**src/rtl/sar_pkg.sv**
```systemverilog
// sar_pkg: shared types for the SAR conversion controller.
// SAR_SETTLE_EN adds a settle state ahead of every compare.
package sar_pkg;

  localparam int SAR_DEF_RES = 8;

`ifdef SAR_SETTLE_EN
  typedef enum logic [2:0] {
    S_IDLE,
    S_SAMPLE,
    S_SETTLE,
    S_CONVERT,
    S_DONE
  } sar_state_t;
`else
  typedef enum logic [1:0] {
    S_IDLE,
    S_SAMPLE,
    S_CONVERT,
    S_DONE
  } sar_state_t;
`endif

endpackage

```
**src/rtl/sar_controller.sv**
```systemverilog
// sar_controller: successive-approximation sequencer.
// Macro SAR_SETTLE_EN inserts one settle cycle before each compare.
module sar_controller
  import sar_pkg::*;
#(
  parameter int RESOLUTION    = SAR_DEF_RES,
  parameter int IDX_WIDTH     = $clog2(RESOLUTION),
  parameter int SAMPLE_CYCLES = 2
) (
  input  logic                  clk,
  input  logic                  reset,
  input  logic                  start,
  input  logic                  comp,
  output logic                  busy,
  output logic                  sample,
  output logic                  dec_enable,
  output logic [IDX_WIDTH-1:0]  bit_idx,
  output logic [RESOLUTION-1:0] trial,
  output logic [RESOLUTION-1:0] result,
  output logic                  done
);

  sar_state_t state;
  logic [3:0] cnt;

  // Conversion sequencer; every output is a register.
  always_ff @(posedge clk) begin
    if (reset) begin
      state      <= S_IDLE;
      cnt        <= '0;
      busy       <= 1'b0;
      sample     <= 1'b0;
      dec_enable <= 1'b0;
      bit_idx    <= '0;
      trial      <= '0;
      result     <= '0;
      done       <= 1'b0;
    end else begin
      unique case (state)
        S_IDLE: begin
          done <= 1'b0;
          if (start) begin
            state  <= S_SAMPLE;
            cnt    <= 4'(SAMPLE_CYCLES - 1);
            busy   <= 1'b1;
            sample <= 1'b1;
          end
        end
        S_SAMPLE: begin
          if (cnt == 4'd0) begin
            sample  <= 1'b0;
            bit_idx <= IDX_WIDTH'(RESOLUTION - 1);
            trial   <= RESOLUTION'(1) << (RESOLUTION - 1);
`ifdef SAR_SETTLE_EN
            state   <= S_SETTLE;
`else
            state      <= S_CONVERT;
            dec_enable <= 1'b1;
`endif
          end else begin
            cnt <= cnt - 4'd1;
          end
        end
`ifdef SAR_SETTLE_EN
        S_SETTLE: begin
          state      <= S_CONVERT;
          dec_enable <= 1'b1;
        end
`endif
        S_CONVERT: begin
          if (bit_idx != '0) begin
            trial[bit_idx]                  <= comp;
            trial[bit_idx - IDX_WIDTH'(1)]  <= 1'b1;
            bit_idx <= bit_idx - IDX_WIDTH'(1);
`ifdef SAR_SETTLE_EN
            state      <= S_SETTLE;
            dec_enable <= 1'b0;
`endif
          end else begin
            result     <= {trial[RESOLUTION-1:1], comp};
            trial      <= '0;
            busy       <= 1'b0;
            dec_enable <= 1'b0;
            done       <= 1'b1;
            state      <= S_DONE;
          end
        end
        S_DONE: begin
          done  <= 1'b0;
          state <= S_IDLE;
        end
        default: begin
          state <= S_IDLE;
        end
      endcase
    end
  end

endmodule

```
**config.mk**
```make
export PLATFORM = sky130hd
export DESIGN_NAME = sar_controller
export DESIGN_NICKNAME = d
export VERILOG_FILES = /design/src/rtl/sar_pkg.sv /design/src/rtl/sar_controller.sv
export SDC_FILE = /design/constraint.sdc
export NUM_CORES = 1
export LEC_CHECK = 0
export ABC_AREA = 1
export BUFFER_PORTS_ARGS = -buffer_cell sky130_fd_sc_hd__buf_2
export CAP_MARGIN = 40
export CELL_PAD_IN_SITES_DETAIL_PLACEMENT = 1
export CELL_PAD_IN_SITES_GLOBAL_PLACEMENT = 1
export CORE_UTILIZATION = 35
export CTS_CLUSTER_SIZE = 25
export DETAILED_ROUTE_END_ITERATION = 7
export PLACE_DENSITY_LB_ADDON = 0.1
export SETUP_SLACK_MARGIN = 0.15
export SKIP_LAST_GASP = 1
export SYNTH_ARGS = -nofsm -noshare
export SYNTH_HDL_FRONTEND = slang
export SYNTH_SLANG_ARGS = --single-unit
```
**constraint.sdc**
```tcl
create_clock -name clk -period 2.6 [get_ports clk]
set_clock_uncertainty 0.05 [all_clocks]
set_input_delay 0.65 -clock clk [delete_from_list [all_inputs] [get_ports clk]]
set_output_delay 0.65 -clock clk [all_outputs]
set_load 0.02 [all_outputs]
```
### Word level (Yosys, flattened, before mapping)

Cells that the tools add are included.

| operators by class | value |
|---|---|
| equality and inequality tests | 8 |
| add/subtract/negate cells | 2 |
| reduce and logical (&&, ||, !) cells | 19 |
| magnitude comparators | 4 |
| bitwise operators | 2 |
| multiplexer cells | 27 |

Operator list:

| kind | number |
|---|---|
| $reduce_and 3->1 | 6 |
| $mux 8 | 2 |
| $pmux 8 s2 | 1 |
| $ne 2x2->1 const B | 5 |
| $bwmux 8 | 1 |
| $lt 3x4->1 const B | 2 |
| $mux 4 | 2 |
| $or 8x8->8 | 1 |
| $pmux 1 s2 | 4 |
| $pmux 2 s4 | 1 |
| $pmux 4 s2 | 1 |
| $reduce_bool 2->1 | 4 |
| $mux 1 | 7 |
| $demux 1 s3 | 2 |
| $ge 3x1->1 const B | 2 |
| $mux 2 | 3 |
| $mux 3 | 2 |
| $pmux 3 s2 | 1 |
| $reduce_and 2->1 | 3 |
| $eq 2x2->1 const B | 2 |
| $logic_not 4->1 | 1 |
| $sub 4x1->4 const B | 1 |
| $reduce_bool 3->1 | 1 |
| $sub 3x1->3 const B | 1 |
| 5 further kinds | 6 |

| word-level totals | value |
|---|---|
| input bits | 4 |
| word-level logic and storage cells | 71 |
| output and inout bits | 23 |
| flip-flop bits (word level) | 29 |

### Logic depth before layout (Yosys ltp)

| logic depth | value |
|---|---|
| depth after elaboration | 8 |
| gate-level depth with buffers | 11 |
| mapped depth without buffers | 11 |

### Least setup slack after synthesis

No wires, ideal clock.

| timing path | value |
|---|---|
| path type | reg2reg |
| from | reg bit_idx[1] |
| to | reg trial[7] |
| stages on the path, launching flop included | 9 |
| arrival time | 1.614 ns |
| data required time | 2.482 ns |
| setup slack | 0.868 ns |
| buffers on the path | 1 |
| cell sequence | dfxtp_1 buf_4 clkinv_1 ha_1 inv_1 nand4_1 nand3_1 nand2_1 a21oi_2 |

| on the way | value |
|---|---|
| cells in the longest elaborated chain, start to end | 8 |
| elaborated cells between the ends (all ways) | 16 |
| classes of those cells | add/sub (1); order compare (4); mux (7); bitwise (1); reduce/logical (3) |

Ends and longest elaborated chain:

| element | RTL line | text |
|---|---|---|
| start, declared | sar_controller.sv:17 | `output logic [IDX_WIDTH-1:0] bit_idx,` |
| start signal, assigned | sar_controller.sv:52 | `bit_idx <= IDX_WIDTH'(RESOLUTION - 1);` |
| start signal, assigned | sar_controller.sv:74 | `bit_idx <= bit_idx - IDX_WIDTH'(1);` |
| $sub 3x1->3 (tied with other cells) | sar_controller.sv:73 | `trial[bit_idx - IDX_WIDTH'(1)] <= 1'b1;` |
| $lt 3x4->1 (not written as such) (tied with other cells) | sar_controller.sv:73 |  |
| $logic_and 1x1->1 (not written as such) / $mux 1 (equally long branches) | sar_controller.sv:73, sar_controller.sv:72 |  |
| $mux 1 (not written as such) / $demux 1 s3 (equally long branches) | sar_controller.sv:73, sar_controller.sv:72 |  |
| $demux 1 s3 / $bwmux 8 (equally long branches) | sar_controller.sv:73, sar_controller.sv:72 |  |
| $or 8x8->8 (no line) | -- |  |
| $mux 8 * | sar_controller.sv:71 | `if (bit_idx != '0) begin` |
| $pmux 8 s2 * | sar_controller.sv:39 | `unique case (state)` |
| end signal, assigned | sar_controller.sv:53 | `trial <= RESOLUTION'(1) << (RESOLUTION - 1);` |
| end signal, assigned by index | sar_controller.sv:72 | `trial[bit_idx] <= comp;` |
| end, declared | sar_controller.sv:18 | `output logic [RESOLUTION-1:0] trial,` |

Every way passes the cells marked *; elsewhere a longest branch is shown, timed or not.
A chain may end at the register's enable or synchronous reset.

### Worst setup path in the final report

Same ends and word-level chain as after synthesis.

==> reports/metrics.cfg <==
[die]
start_util=0.3655
die-area_um2=4821
die_y_um=69.44
fp.coreArea_um2=4354
num_io_pins=27
die_x_um=69.44
placementRows=24

[placement]
dp_slack_ns=0.6458
gp_congestion=0.8079
hpwl_um=3292
io_buffers=26
place_area_um2=1753

[logic_synthesis]
syn_area_per_cell_um2=7.105
syn_nets=236
yosysWarnings=0
synth_area_um2=1592
seq_area_frac_synth=0.3648
yosys.cell_types.count=28
syn_inst=224
synth.ff_latch_count=29

[clock_network]
post-cts-setup-buffers=0
cts_tree=yes
clock-root-buffer=clkbuf_8
hold_buffers=0
clk_path_buf_depth=2
cts_buffers=5
path_clk_slew_ns=0.07
insertion_delay_ns=0.29
clkSinkCount=29
cts_resized=0
h-tree-depth=2

[worst_hold_path]
holdPathEnd=dec_enable
hold_path_class=reg2reg
hold_depth=2
min_from=dec_enable

[critical_path]
r2r-end=trial[7]
cpPeakStageDelay_ns=0.52
worst_path_max_delay_cell=dfxtp_1
critPathTopFamily=flip-flops
worst_ep_arrival_time_ns=2.19
crit_required_ns=2.77
endpoint_kind=flip-flop
r2r_setup_slack_ns=0.59
r2r_cells=7
crit_chain=clkinv_1 -> ha_1 -> inv_1 -> nand4_1 -> nand3_1 -> nand2_1 -> a21oi_2
critPathLaunchType=flip-flop
critPathMaxFanout=10
path_buf_inv=2
setup.worst_path.class=reg2reg
worstReg2RegStart=bit_idx[1]

[timing]
finalHoldViolCount=0
drv_slew=0
fin_tns_setup_ns=0
setup_violations=0
fin_crit_sh=0.7746
rsz0062_at_grt=no
max_slew_margin=0.6758
worstMarginPinSlew_ns=0.4856
timing.fmax_mhz=496.6
period_minus_slack_ns=2.014
fin_ws_ns=0.5861

[routing]
num_vias=1536
viasPerCell=5.053
wl_um=4571
drt-initial-drc-count=81
first_pass_iters=6
wl_per_cell_um=15.04
postRouteAntennaNets=0
route.detailed.drc=0

[pwr]
p_leak_nw=0.8640
power_density_nw_per_um2=1416
peakVddDrop_v=0.0005006

[grt]
grt_pass1_wl_um=7845
antenna_found_initial=0
grt_pass1_vias=1563
overflow=0
grt_use_total=0.2065
grt_max_degree=15

[final_layout]
multi_input_area_um2=880.8
final_cell_mix=nand2_1 (45), dfxtp_1 (29), nor2_1 (28)
area_delta_synth_final_pct=15.33
fillCellCount=592
drive_gt1_frac=0.2302
seqCellArea_um2=580.6
stdcell_area_um2=1836
insertedDiodeCount=0
final_nets=263
layout_commonest_cell=nand2_1

[status]
status=complete, no violations

[flow_run]
max_cap_viol_count=0

[synth_stat cells]
cell      number  share of area
nand2_1       45           0.11
dfxtp_1       29           0.36
nor2_1        28          0.066
nand3_1       27          0.085
inv_1         14          0.033
nand4_1       13          0.051
a21oi_1       12          0.038
o21ai_1        9          0.028
ha_1           8          0.063
inv_2          5          0.012
nand2_2        5          0.020
a21oi_2        4          0.022
nor3_1         4          0.013
o21ai_0        3         0.0094
buf_2          2         0.0063
buf_4          2         0.0094
nand2_4        2          0.014
nor2_2         2         0.0079
a21oi_4        1          0.010
buf_1          1         0.0024
buf_6          1         0.0071
clkbuf_1       1         0.0024
clkbuf_2       1         0.0031
clkinv_1       1         0.0024
inv_4          1         0.0039
nand4_2        1         0.0079
nor2_4         1         0.0071
o21ai_2        1         0.0055
[final cells by class]
cell class	instances	share of cell area
clock buffers	6	0.03954
clock inverters	2	0.005453
inverters	21	0.04431
multi-input cells	166	0.4799
flip-flops and latches	29	0.3163
well taps	52	0.03545
repair buffers	28	0.07907
[layer usage]
layer  GRT usage  wire length (um)  vias up
met5           0                 0        -
met4     0.07937                76        0
met3     0.04651               137        8
met2      0.2956              1898       28
met1      0.2992              2458      705
li1            -                 -      795
[tightest hold or removal path: cells and delay by family, from the launching register on]
family             cells  cell delay (ns)
and+or+nand+nor        1             0.06
DFF                    1             0.31
AOI/OAI and AO/OA      1             0.05
[worst max-delay path by stage]
stage / startpoint / endpoint / slack, ns / cells past startpoint
final: bit_idx[1] / trial[7] / 0.59 / 7
after global placement: bit_idx[1] / trial[7] / 0.67 / 7
after global routing: bit_idx[1] / trial[7] / 0.41 / 7
after detailed placement: bit_idx[1] / trial[7] / 0.65 / 7
after floorplan: bit_idx[1] / trial[7] / 0.87 / 8
after CTS: bit_idx[1] / trial[7] / 0.61 / 7
[cells by family after synthesis]
family | share of synthesized area
compound gates | 0.1132
simple gates | 0.3774
buf+inv | 0.08175
flops | 0.3648
fa+ha+maj | 0.06290
[flip-flops by register name, summed over array words and instances (netlist names)]
register / cells
cnt: 4
state: 2
bit_idx: 3
done: 1
busy: 1
dec_enable: 1
result: 8
sample: 1
trial: 8
[stage by stage]
step | hold slack, ns | cells | power [W] | utilization
after floorplan | 0.4070 | 224 | 0.001874 | -
after global placement | 0.4138 | 296 | 0.002223 | 0.4026
after detailed placement | 0.4126 | 296 | 0.002239 | 0.4026
after CTS | 0.4280 | 304 | 0.002620 | 0.4216
after global routing | 0.4632 | 304 | 0.002864 | 0.4216
final | 0.4246 | 304 | 0.002599 | 0.4216
[power by group]
part | leakage [nW] | internal, W | switching [W]
sequential | 0.237 | 0.000587 | 0.000124
combinational | 0.582 | 0.000475 | 0.00105
clock | 0.0450 | 0.000185 | 0.000179
(Power assumes the default switching activity.)
